$ cat config.mk
export PLATFORM = sky130hd
export DESIGN_NAME = uart_tx_arb
export DESIGN_NICKNAME = d
export VERILOG_FILES = /design/src/rtl/uart_tx_arb.sv
export SDC_FILE = /design/constraint.sdc
export NUM_CORES = 1
export LEC_CHECK = 0
export ABC_AREA = 1
export ABC_CLOCK_PERIOD_IN_PS = 2000
export CAP_MARGIN = 20
export CORE_MARGIN = 5
export CORE_UTILIZATION = 46
export CTS_BUF_LIST = sky130_fd_sc_hd__clkbuf_4 sky130_fd_sc_hd__clkbuf_8
export CTS_CLUSTER_DIAMETER = 120
export DETAILED_ROUTE_END_ITERATION = 10
export PLACE_DENSITY = 0.95
export SLEW_MARGIN = 15
export SYNTH_ARGS = -nofsm -noshare
export SYNTH_HDL_FRONTEND = slang
export SYNTH_SLANG_ARGS = --single-unit
$ cat constraint.sdc
create_clock -name clk -period 2 [get_ports clk]
set_input_delay 0.2 -clock clk [delete_from_list [all_inputs] [get_ports clk]]
set_output_delay 0.2 -clock clk [all_outputs]
set_load 0.01 [all_outputs]
$ cat src/rtl/uart_tx_arb.sv
// uart_tx_arb: packet-level round-robin arbiter sharing one uart_tx byte transmitter among N requesters.
// Ports: clk, rst_n (async active-low); in_data_i/in_valid_i/in_last_i/in_ready_o are the N requester
// byte lanes (lane i = in_data_i[8i+7:8i]); out_data_o/out_valid_o/out_ready_i connect to uart_tx;
// grant_id_o is the current or most recent grant, busy_o is high while a packet owns the line, and
// wd_release_o pulses for one cycle when a packet is cut at MAX_PKT bytes.
// Optional macro UART_TX_ARB_ID_HDR_EN: prefix every grant with the header byte {4'hA, grant_id}.
module uart_tx_arb #(
   parameter int N       = 4,
   parameter int MAX_PKT = 64
) (
   input  logic                    clk,
   input  logic                    rst_n,
   input  logic [N*8-1:0]          in_data_i,
   input  logic [N-1:0]            in_valid_i,
   input  logic [N-1:0]            in_last_i,
   output logic [N-1:0]            in_ready_o,
   output logic [7:0]              out_data_o,
   output logic                    out_valid_o,
   input  logic                    out_ready_i,
   output logic [((N>1)?$clog2(N):1)-1:0] grant_id_o,
   output logic                    busy_o,
   output logic                    wd_release_o
);
   localparam int IW = (N > 1) ? $clog2(N) : 1;

   typedef enum logic [1:0] {IDLE, GRANT, HDR} state_e;

   state_e        state_q, state_d;
   logic [IW-1:0] grant_q, grant_d, last_q, last_d, sel;
   logic [7:0]    beat_q, beat_d;
   logic          wd_q, wd_d;

   // Walk the ring downwards from last_q+N to last_q+1 so the final hit is the closest requester after last_q.
   always_comb begin
      logic [IW-1:0] idx;
      sel = '0;
      for (int k = N; k >= 1; k--) begin
         idx = IW'((int'(last_q) + k) % N);
         if (in_valid_i[idx]) sel = idx;
      end
   end

   always_comb begin
      state_d     = state_q;
      grant_d     = grant_q;
      last_d      = last_q;
      beat_d      = beat_q;
      wd_d        = 1'b0;
      out_valid_o = 1'b0;
      out_data_o  = '0;
      in_ready_o  = '0;
      case (state_q)
         IDLE: if (|in_valid_i) begin
            grant_d = sel;
            last_d  = sel;
            beat_d  = '0;
`ifdef UART_TX_ARB_ID_HDR_EN
            state_d = HDR;
`else
            state_d = GRANT;
`endif
         end
`ifdef UART_TX_ARB_ID_HDR_EN
         HDR: begin
            out_valid_o = 1'b1;
            out_data_o  = {4'hA, 4'(grant_q)};
            if (out_ready_i) state_d = GRANT;
         end
`endif
         GRANT: begin
            out_data_o          = in_data_i[{grant_q, 3'b000} +: 8];
            out_valid_o         = in_valid_i[grant_q];
            in_ready_o[grant_q] = out_ready_i;
            if (in_valid_i[grant_q] && out_ready_i) begin
               beat_d = beat_q + 8'd1;
               if (in_last_i[grant_q]) state_d = IDLE;
               else if (beat_q + 8'd1 == 8'(MAX_PKT)) begin
                  state_d = IDLE;
                  wd_d    = 1'b1;
               end
            end
         end
         default: state_d = IDLE;
      endcase
   end

   always_ff @(posedge clk or negedge rst_n) begin
      if (!rst_n) begin
         state_q <= IDLE;
         grant_q <= '0;
         last_q  <= IW'(N - 1);
         beat_q  <= '0;
         wd_q    <= 1'b0;
      end else begin
         state_q <= state_d;
         grant_q <= grant_d;
         last_q  <= last_d;
         beat_q  <= beat_d;
         wd_q    <= wd_d;
      end
   end

   assign grant_id_o   = grant_q;
   assign busy_o       = state_q != IDLE;
   assign wd_release_o = wd_q;
endmodule

# After elaboration in Yosys (flattened, before gate mapping)
# Cells that the tools add are included.
[op_classes]
n_shift = 1
magnitude_cmp = 6
n_addsub = 5
n_reduce_logical = 9
muxes = 33
n_bitwise = 1
n_eq_ne = 5
[ops]
columns = ["cell", "n"]
rows = [
  ["$shiftx 32x6->8", 1],
  ["$mux 8", 3],
  ["$mux 2", 8],
  ["$pmux 8 s2", 1],
  ["$lt 2x3->1 const B", 5],
  ["$bmux 1 s2", 6],
  ["$mux 1", 12],
  ["$add 8x1->8 const B", 1],
  ["$eq 8x7->1 const B", 1],
  ["$reduce_and 3->1", 2],
  ["$add 2x1->2 const B", 2],
  ["$add 2x2->2 const B", 2],
  ["$and 4x4->4", 1],
  ["$mux 4", 1],
  ["$ne 2x2->1 const B", 2],
  ["$pmux 2 s2", 1],
  ["$reduce_bool 2->1", 2],
  ["$reduce_or 4->1", 1],
  ["$ne 3x3->1 const B", 1],
  ["$demux 1 s2", 1],
  ["$eq 2x1->1 const B", 1],
  ["$ge 2x1->1 const B", 1],
  ["$logic_and 1x1->1", 2],
  ["$logic_not 2->1", 1],
  ["$reduce_and 2->1", 1],
]
[totals]
reg_bits = 15
in_bits = 43
word_cells = 65

# Logic depth before layout (Yosys ltp)
[logic_depth]
ltp_word = 7
ltp_mapped = 11

# Worst setup path after synthesis
# OpenSTA, ideal clock, no wires.
[synth_timing]
path_type = "register -> output"
startpoint = "register grant_q[0] (netlist: grant_id_o[0])"
endpoint = "output port out_data_o[0]"
required_ns = 1.800
path_buffers = 2
arrival_ns = 1.259
stages_incl_launch_ff = 6
setup_slack_ns = 0.541
cell_sequence = "dfrtp_1 -> buf_6 -> inv_4 -> clkbuf_1 -> nand3_1 -> a41oi_1"
[synth_via]
elab_chain_cells = 2
[synth_rtl]
columns = ["item", "line", "source"]
rows = [
  ["start, declared", "29", "logic [IW-1:0] grant_q, grant_d, last_q, last_d, sel;"],
  ["start signal, assigned", "96", "grant_q <= grant_d;"],
  ["$shiftx 32x6->8", "71", "out_data_o = in_data_i[{grant_q, 3'b000} +: 8];"],
  ["$mux 8", "52", "case (state_q)"],
  ["end, declared", "17", "output logic [7:0] out_data_o,"],
]
# No other way between the ends.

# Worst setup path after layout
[layout_timing]
startpoint = "register grant_q[0] (netlist: grant_id_o[0])"
endpoint = "output port in_ready_o[0]"
[layout_via]
elab_chain_cells = 6
[layout_rtl]
columns = ["item", "line", "source"]
rows = [
  ["$lt 2x3->1 (not written as such) or $ge 2x1->1 (tied branches)", "73", "in_ready_o[grant_q] = out_ready_i;"],
  ["$logic_and 1x1->1 (not written as such)", "73", ""],
  ["$mux 1 (not written as such)", "73", ""],
  ["$demux 1 s2 (*)", "73", ""],
  ["$and 4x4->4 (no line) (*)", "n/a", ""],
  ["$mux 4 (*)", "52", ""],
  ["end, declared", "16", "output logic [N-1:0] in_ready_o,"],
]
# Mark *: on every way between the ends. The rest lies on a longest branch, timed or not.

==> results.ini <==
[timing]
rsz0062_at_grt = false
drv_slew = 0
timing.final.crit_share_pct = 94.9
finalSetupTns_ps = 0
finalHoldViolCount = 0
relSlewSlack_pct = 58.7
tightest_slew_ps = 618
worst_hold_slack_ps = 298
finalCriticalPeriod_ps = 1900
fmax_mhz = 527
clock_skew_ps = 2.05
setup_viol = 0

[synthesis]
ys_seq_area_share_pct = 27.5
yosys_warnings = 0
synthCells = 210
syn_area_per_cell_um2 = 6.11
syn-cell-area_um2 = 1280
syn_nets = 254
synthDistinctLibCells = 26
ys_ff_latch = 14

[route]
ant_nets = 0
vias = 1603
dr.pass1.iters = 4
route.detailed.drc = 0
drt-total-wl_um = 4200
first_iter_violations = 112
wire_per_inst_um = 13.8
viasPerCell = 5.27

[floorplan]
start_util_pct = 47.4
die_area_um2 = 3950
die_w_um = 62.8
die-height_um = 62.8
num_rows = 19
io_pins = 60
fp.coreArea_um2 = 2710

[hold_path]
hold_class = input port to async pin

[cells_and_area]
fin_util_pct = 72.5
final_layout_size_suffix_gt1_share_pct = 10.6
syn_to_final_growth_pct = 53.1
diodes = 0
mostFrequentLayoutCell = nand2_1
mostFrequentLayoutCells = nand2_1 (79), clkdlybuf4s50_1 (50), nand3_1 (38), inv_1 (18), nor2_1 (11)
n_fill_cell = 233
stdcell_count = 304
nNetsFinal = 318

[power_and_ir_drop]
netSwitchingPower_mw = 1.18
power_switching_share_pct = 48.5
ir_drop_mv = 0.944
internal_power_mw = 1.25
p_comb_share_pct = 69.3
p_seq_share_pct = 22.5
p_leak_nw = 0.934
powerDensity_nw_per_um2 = 1240
power_frac_clock_pct = 8.3

[clock_tree]
worstSkewPairLatency_ps = 280
clk_pin_slew_ps = 80
holdBufCountCts = 0
clock_path_buffers = 2
cts_root_buf = clkbuf_4
cts_tree = built
numCtsBuffers = 3
cts_num_sinks = 14
htree_levels = 1

[setup_path]
critPathKind = flip-flop to output pin
endpoint_kind = output pin
cpPeakStageDelay_ps = 570
r2r-start = grant_id_o[0]
worstPathCellList = buf_6 > nor3_1 > clkdlybuf4s50_1
slowest_stage = clkdlybuf4s50_1
worst_ep_required_time_ps = 1800
r2r_slack_ps = 420
start_kind = flip-flop
cp.arrival_ps = 1700
ff2ff_path_depth = 11
r2r-end = state_q[0]
cp_max_fo = 14

[placed_design]
dp.cells = 298
dpl.hpwl_um = 3360
gp_congestion = 0.839
port_buffers = 59

[run]
drv_cap = 0

[global_route]
grt_usage_pct = 22.2
grt_pass1_wl_um = 7250
grt_pass1_vias = 1521
grt_start_max_net_pins = 17
overflow = 0
antenna_found_initial = 0

[run_status]
status = complete, no violations

==> logic make-up (layout without fill, tap and decap cells) <==
family | after synthesis | in the layout | share of synthesized area, %
buf+inv | 32 | 95 | 11.6
fa+ha+maj | 1 | 1 | 0.975
compound gates | 23 | 23 | 12.0
flops | 14 | 14 | 27.5
simple gates | 140 | 140 | 48.0
==> worst max-delay path: cells and delay by family, from the launching register on <==
kind                   cells  cell delay [ps]
and+or+nand+nor            1              200
DFF                        1              470
buffers and inverters      2              740
==> synth_stat cells <==
master / n / area share, %
buf_6: 1 / 0.88
nor3_1: 2 / 0.78
nand2_1: 79 / 23
nand3_4: 1 / 1.4
nand3_2: 1 / 0.78
nand2_2: 2 / 0.97
nor2_1: 11 / 3.2
o21ai_0: 4 / 1.6
o21ai_1: 3 / 1.2
buf_4: 4 / 2.3
a41oi_1: 8 / 5.5
o31ai_1: 1 / 0.59
clkbuf_1: 2 / 0.59
ha_1: 1 / 0.97
nor2_2: 3 / 1.5
inv_4: 2 / 0.97
dfrtp_1: 12 / 23
nand4_1: 3 / 1.5
dfstp_2: 2 / 4.1
buf_2: 1 / 0.39
inv_2: 3 / 0.88
a21oi_1: 3 / 1.2
inv_1: 19 / 5.6
o22ai_1: 3 / 1.5
nand3_1: 38 / 15
o21bai_1: 1 / 0.59
==> how the worst max path moves through the flow <==
stage | endpoint | slack, ps | cells after the start | start
after floorplan | out_data_o[0] | 540 | 5 | grant_id_o[0]
after global placement | out_data_o[5] | 210 | 4 | grant_id_o[0]
after detailed placement | out_data_o[1] | 160 | 4 | grant_id_o[0]
after CTS | out_data_o[5] | 10 | 4 | grant_id_o[0]
after global routing | in_ready_o[3] | 20 | 3 | state_q[0]
final | in_ready_o[0] | 100 | 3 | grant_id_o[0]
==> registers in the layout, indices dropped and copies added (netlist names) <==
| name | cells |
|---|---|
| wd_release_o | 1 |
| beat_q | 8 |
| last_q | 2 |
| state_q | 1 |
| grant_id_o | 2 |
==> final cells by class <==
| type | count | area, um2 | share of cell area (%) |
|---|---|---|---|
| clock buffers | 4 | 36.3 | 1.85 |
| inverters | 24 | 97.6 | 4.96 |
| well taps | 31 | 38.8 | 1.97 |
| repair buffers | 67 | 651 | 33.1 |
| multi-input cells | 164 | 787 | 40.0 |
| flip-flops and latches | 14 | 355 | 18.1 |
==> per-layer routing <==
layer / GRT usage (%) / routed length (um) / up-vias
li1: - / - / 829
met1: 26.4 / 1760 / 727
met3: 3.78 / 200 / 10
met4: 9.55 / 123 / 0
met5: 0 / 0 / -
met2: 38.9 / 2120 / 37
==> power groups by stage <==
stage                     clock network [mW]  logic, mW  registers (mW)
final                                  0.201       1.69           0.547
after global routing                   0.222       1.89           0.568
after CTS                              0.216       1.67           0.541
after detailed placement                   0       1.71           0.530
after global placement                     0       1.68           0.526
after floorplan                            0       1.07           0.494
==> metrics by stage <==
| stage | setup WS, ps | area, um2 | power (mW) |
|---|---|---|---|
| finish | 101 | 1970 | 2.43 |
| floorplan | 541 | 1280 | 1.57 |
| global route | 17.4 | 1970 | 2.68 |
| global placement | 206 | 1900 | 2.20 |
| detailed placement | 160 | 1900 | 2.24 |
| CTS | 10.5 | 1950 | 2.43 |
==> what timing repair did <==
item,CTS,global route
buffers inserted,1,1
setup endpoints to repair,9,1
endpoints found under the hold margin,0,0
resized for setup,14,2
pin swaps,1,0
cloned,0,0
(Power assumes the default switching activity.)
